$ cat config.mk
export PLATFORM = sky130hd
export DESIGN_NAME = mem_wb_stage
export DESIGN_NICKNAME = d
export VERILOG_FILES = /design/src/rtl/mem_wb_stage.sv
export SDC_FILE = /design/constraint.sdc
export NUM_CORES = 2
export LEC_CHECK = 0
export BUFFER_PORTS_ARGS = -buffer_cell sky130_fd_sc_hd__buf_2
export CORE_MARGIN = 3
export CORE_UTILIZATION = 50
export DETAILED_ROUTE_END_ITERATION = 8
export GPL_ROUTABILITY_DRIVEN = 1
export PLACE_DENSITY = 0.66
export SLEW_MARGIN = 0
export SYNTH_ARGS = -nofsm -noshare
export SYNTH_HDL_FRONTEND = slang
export SYNTH_SLANG_ARGS = --single-unit
$ cat constraint.sdc
create_clock -name clk -period 81.5 [get_ports clk]
set_input_delay 0 -clock clk [delete_from_list [all_inputs] [get_ports clk]]
set_output_delay 0 -clock clk [all_outputs]
set_load 0.02 [all_outputs]
$ cat src/rtl/mem_wb_stage.sv
// mem_wb_stage: memory-access and write-back stage of the five-stage LEGv8 pipeline.
// Owns the data memory. Performs the load or store for the instruction in MEM and
// latches the result into the MEM/WB pipeline register.
//
// Parameters:
//   DEPTH      number of 64-bit data-memory words (power of two, 2..1024)
//   ADDR_BITS  word-index width
// Ports:
//   clk, reset           clock; asynchronous active-high reset
//   MEM_WB_Stall         hold MEM/WB register and memory
//   MEM_WB_Flush         load a bubble into MEM/WB
//   RegWrite_M, MemToReg_M, MemRead_M, MemWrite_M    MEM-stage control bits
//   ALUResult_M          byte address or ALU result
//   WriteData_M          store data
//   DestinationReg_M     destination register number
//   RegWrite_W, DestinationReg_W, Result_W           register-file write port
//   MemToReg_W, ALUResult_W, MemReadData_W           registered WB fields
//   Misaligned_W         instruction in WB made a misaligned access
`timescale 1ns / 1ps

module mem_wb_stage #(
  parameter int unsigned DEPTH     = 32,
  parameter int unsigned ADDR_BITS = $clog2(DEPTH)
) (
  input  logic        clk,
  input  logic        reset,
  input  logic        MEM_WB_Stall,
  input  logic        MEM_WB_Flush,
  input  logic        RegWrite_M,
  input  logic        MemToReg_M,
  input  logic        MemRead_M,
  input  logic        MemWrite_M,
  input  logic [63:0] ALUResult_M,
  input  logic [63:0] WriteData_M,
  input  logic [4:0]  DestinationReg_M,
  output logic        RegWrite_W,
  output logic [4:0]  DestinationReg_W,
  output logic [63:0] Result_W,
  output logic        MemToReg_W,
  output logic [63:0] ALUResult_W,
  output logic [63:0] MemReadData_W,
  output logic        Misaligned_W
);

  logic [ADDR_BITS-1:0] w_index;
  logic                 w_misaligned;
  logic                 w_store;
  logic [63:0]          w_load_data;

  logic [63:0]          r_mem [DEPTH];

  logic                 r_reg_write;
  logic [4:0]           r_dest_reg;
  logic                 r_mem_to_reg;
  logic [63:0]          r_alu_result;
  logic [63:0]          r_mem_read_data;
  logic                 r_misaligned;

  // Upper address bits are dropped, so addresses wrap modulo DEPTH*8 bytes.
  assign w_index      = ALUResult_M[ADDR_BITS+2:3];
  assign w_misaligned = (MemRead_M | MemWrite_M) & (ALUResult_M[2:0] != 3'b000);
  assign w_store      = MemWrite_M & ~w_misaligned & ~MEM_WB_Stall;
  assign w_load_data  = (MemRead_M & ~w_misaligned) ? r_mem[w_index] : 64'h0;

  // Data memory. Flush does not suppress a store; only stall and misalignment do.
  // A store at the reset edge is dropped because reset takes priority.
  always_ff @(posedge clk or posedge reset) begin
    if (reset) begin
      for (int i = 0; i < int'(DEPTH); i++) begin
        r_mem[i] <= 64'h0;
      end
    end else if (w_store) begin
      r_mem[w_index] <= WriteData_M;
    end
  end

  // MEM/WB register: reset > stall > flush > load.
  always_ff @(posedge clk or posedge reset) begin
    if (reset) begin
      r_reg_write     <= 1'b0;
      r_dest_reg      <= 5'd0;
      r_mem_to_reg    <= 1'b0;
      r_alu_result    <= 64'h0;
      r_mem_read_data <= 64'h0;
      r_misaligned    <= 1'b0;
    end else if (MEM_WB_Stall) begin
      r_reg_write     <= r_reg_write;
    end else if (MEM_WB_Flush) begin
      // Bubble: kill side effects, leave data fields as they were.
      r_reg_write     <= 1'b0;
      r_mem_to_reg    <= 1'b0;
      r_misaligned    <= 1'b0;
    end else begin
      // X31 is XZR and a faulting access never writes back.
      r_reg_write     <= RegWrite_M & ~w_misaligned & (DestinationReg_M != 5'd31);
      r_dest_reg      <= DestinationReg_M;
      r_mem_to_reg    <= MemToReg_M;
      r_alu_result    <= ALUResult_M;
      r_mem_read_data <= w_load_data;
      r_misaligned    <= w_misaligned;
    end
  end

  assign RegWrite_W       = r_reg_write;
  assign DestinationReg_W = r_dest_reg;
  assign MemToReg_W       = r_mem_to_reg;
  assign ALUResult_W      = r_alu_result;
  assign MemReadData_W    = r_mem_read_data;
  assign Misaligned_W     = r_misaligned;
  assign Result_W         = r_mem_to_reg ? r_mem_read_data : r_alu_result;

endmodule
==> results.md <==
- Of the total power, the share spent switching nets is 0.234.
- The number of global-route vias before repair is 64.2k.
- The initial utilization of the core area, before any placement, comes to 0.506.
- The layout overhead on the synthesized area is 13.4%.
- The final worst-path cycle share is 0.0659.
- The worst setup path is launched from an input pin.
- For this run, the number of Yosys warnings is 0.
- In this run, CTS created clock tree buffers numbering 222.
- The area fraction in and, or, nand and nor cells after synthesis is 0.0247.
- The core region is 0.194 mm2.
- For this run, the share of the core covered by cells in the final layout is 0.574.
- The post-cts repair resize count is 0.
- Of the synthesized area, sequential elements account for 0.558.
- The post-detailed-route count of antenna-violating nets is 0.
- The longest clock path from root to sink contains 3 buffers.
- The number of nets handed over by synthesis was 7173.
- During I/O placement, the number of pins put on the boundary was 341.
- The final hold violation count is 0.
- The cell with the largest stage delay on the worst path is buf_4.
- The share of power burned in the clock network is 0.447.
- The worst hold path class is in -> reg.
- CTS built an H-tree with a depth of 4.
- The total global-route track usage is 0.284.
- The number of antenna violations at the first check in global routing is 13.
- The count of final setup violators is 0.
- During placement, the flow inserted port buffers numbering 340.
- Along the worst path, the maximum fanout reaches 165.
- Synthesis produced 7032 cells.
- The fraction of layout cells with a size suffix above 1 is 0.393.
- Clock latency on the worst-skew pair, taken at its later pin, is 0.86 ns.
- The clock slew at the register clock pins of the worst setup and hold paths is 0.06 ns.
- For the final database, setup skew stands at about 0.027 ns.
- The post-DP HPWL is roughly 150 mm.
- Of the total synthesized cell area, the portion taken by full adders, half adders and majority gates is 0.
- The summed negative setup slack over all endpoints is 0 ns.
- The multi-input gate area in the final layout is 0.0407 mm2.
- The number of vias in the routed layout is approximately 62k.
- Fill cells in the final layout number 15.5k.
- The average footprint of a synthesized cell is 13.9 um2.
- The internal cell power is 0.00180 W.
- Setup repair after global routing left no endpoint under its margin.
- The most numerous cell type found on the critical path is buf_4.
- The run finished with clean final reports.
- The number of sinks driven by the clock tree is 2184.
- The die footprint is 0.201 mm2.
- The number of DRC markers in iteration 0 is 4881.
- The congestion estimate from routability-driven global placement came to ~0.76.
- Data on the critical path is required at its endpoint by 82.28 ns.
- The delay of the slowest cell on the worst path is 0.98 ns.
- The static leakage is about 57 nW.
- The count of pins over their slew limit is 0.
- The die span in x is ~450 um.
- The arrival time reported for the critical path endpoint is 6.15 ns.
- The post-layout net count is 7428.
- The final routed DRC violation total is 0.
- The portion of synthesized area spent on multiplexers is 0.347.
- The switching power is 0.000549 W.
- In the final layout, flip-flops and latches occupy 0.0547 mm2.
- The number of iterations in the first detailed-routing pass is 6.
- The wire length after detailed routing is 292 mm.
- After synthesis, the largest family of logic cells by area is multiplexers.
- The worst setup path is captured at an async pin.
- The placement row count is 161.
- The final routed wire length divided by cell count is 28.9 um.
- The unique cell type count in the Yosys netlist is 37.
- The largest net degree at the start of global routing is 199.
- The area share of xor/xnor cells in the synthesized design is 0.
- The minimum clock period is 5.37 ns.
- In this run the power density over the cells is between 20 and 25 mW/mm2.
- The number of violations of the max-capacitance limit is 0.
- At the pin with the least slew margin, the transition time is 1.35 ns.
- The aggregate global routing overflow is 0.
- After detailed routing, the number of vias per cell comes to 6.11.
- IR analysis of the VDD net gives a maximum drop of 0.0172 mV.
- The upper clock frequency limit is 0.186 GHz.
- In this run the vertical extent of the chip is approximately 450 um.
- Headroom to the max-slew limit came out at 0.103.
- The area fraction in compound gates after synthesis is 0.0388.
- After clock tree synthesis, the setup repair step added 0 buffers.
- The critical path class is in -> async.
- The first-pass GRT wire length is between 400 and 500 mm.
- The sequential share of power is 0.484.
- TritonCTS built the clock tree.
- Clock tree synthesis selected as its root buffer the cell clkbuf_16.
- Of the total power, combinational logic draws 0.069.
- In this run, synthesis produced a sequential element count of 2184.
- Summing every instance area after synthesis gives 0.0980 mm2.
- Walking the worst path, the cells encountered are dlygate4sd3_1 -> buf_2 -> dlygate4sd3_1 -> inv_8 -> buf_12 -> buf_4 -> buf_4 -> buf_4 -> buf_4.
worst max-delay path, delay by kind of cell:
family   cells  cell delay [ns]
buf+inv      9             5.87
worst paths after layout:
path                                  endpoint  depth (start not counted)  slack (ns)                start
max in group clk             MemReadData_W[55]                         11       76.50       ALUResult_M[3]
setup / recovery                     r_mem[15]                          9       76.13                reset
hold reg to reg            DestinationReg_W[4]                          2        0.49  DestinationReg_W[4]
hold / removal               MemReadData_W[18]                          6        0.05       ALUResult_M[3]
setup reg to reg             MemReadData_W[34]                          5       79.37           r_mem[162]
min in group asynchronous          r_mem[1453]                          4        0.45                reset
synthesized netlist by cell type (all sizes together):
library cell     n  area share
or2              1    0.000064
nand4            1    0.000064
or4b             5     0.00055
o21ai            3     0.00015
nor4           130      0.0086
o22ai          512       0.033
mux2i         1024        0.10
nor3             7      0.0010
mux2          2112        0.24
buf            202       0.010
o2111ai          1    0.000089
dfrtp         2184        0.56
nor4b            2     0.00018
nand4b           4     0.00036
a22o            65      0.0058
clkbuf         455       0.021
nand4bb          6     0.00069
nor2            10     0.00046
nand3            5     0.00061
nand2          296       0.012
nand2b           2     0.00013
or4              1    0.000077
or3              1    0.000077
nor2b            1    0.000064
inv              2    0.000077
final cells by class:
| cell class | instances | area share |
|---|---|---|
| inverter | 2 | 0.000135 |
| antenna | 6 | 0.000135 |
| multi-input combinational | 4189 | 0.366 |
| clock inverter | 71 | 0.00789 |
| tap | 2608 | 0.0294 |
| sequential | 2184 | 0.492 |
| timing repair buffer | 688 | 0.0447 |
| clock buffer | 338 | 0.0600 |
routing by layer:
layer / vias up / GRT usage / routed length, um
met5: - / 0 / 13
met3: 536 / 0.0382 / 13900
met1: 33100 / 0.378 / 125000
met2: 1781 / 0.482 / 143000
li1: 26300 / - / -
met4: 2 / 0.0919 / 9830
metrics by stage:
stage | cells | worst slack (ns) | total power [W] | hold WS [ns] | area [um2]
after floorplan | 7032 | 19.79 | 0.00126 | 0.105 | 98000
after global routing | 10100 | 75.31 | 0.00242 | 0.0565 | 111000
after detailed placement | 9435 | 75.67 | 0.00131 | 0.195 | 101000
after CTS | 10100 | 75.92 | 0.00236 | 0.000760 | 111000
after global placement | 9435 | 75.68 | 0.00130 | 0.189 | 101000
final | 10100 | 76.13 | 0.00235 | 0.0466 | 111000
timing repair:
item | in CTS | in global routing
hold buffers | 236 | 0
endpoints found under the hold margin | 2248 | 0
endpoints found under the setup margin | 0 | 0
flip-flops by register name, indices dropped and copies added (netlist names):
signal,count
DestinationReg_W,5
Misaligned_W,1
MemToReg_W,1
r_mem,2048
MemReadData_W,64
RegWrite_W,1
ALUResult_W,64
power by group through the flow:
stage,logic (W),clock network [W],registers (W)
3_3_place_gp,0.000150,0,0.00115
6_report,0.000163,0.00105,0.00114
2_1_floorplan,0.000103,0,0.00116
4_1_cts,0.000163,0.00106,0.00113
5_1_grt,0.000176,0.00111,0.00114
3_5_place_dp,0.000153,0,0.00115
cell usage in the layout, fill, tap and decap left out, types with 5 or more instances in the layout:
cell and count:
nand4bb_4 6, bufinv_16 18, dlygate4sd3_1 236, clkbuf_1 55, buf_2 339, a22o_1 65, mux2i_1 1024, nand2_1 275
or4b_4 5, inv_6 6, nand2_4 7, clkinvlp_4 5, clkbuf_16 228, clkbuf_8 55, mux2_1 38, buf_4 108
diode_2 6, mux2_2 2074, o22ai_1 512, nor3_4 6, clkinv_2 38, nand2_8 14, nor4_1 128, dfrtp_1 2183
buf_12 5, nor2_1 7
cells by family (layout without fill, tap and decap cells):
family | after synthesis | count (layout)
mux | 3136 | 3136
flops | 2184 | 2184
buf+inv | 659 | 1099
compound gates | 581 | 581
simple gates | 472 | 472
other cells | 0 | 6
(Power assumes the default switching activity.)
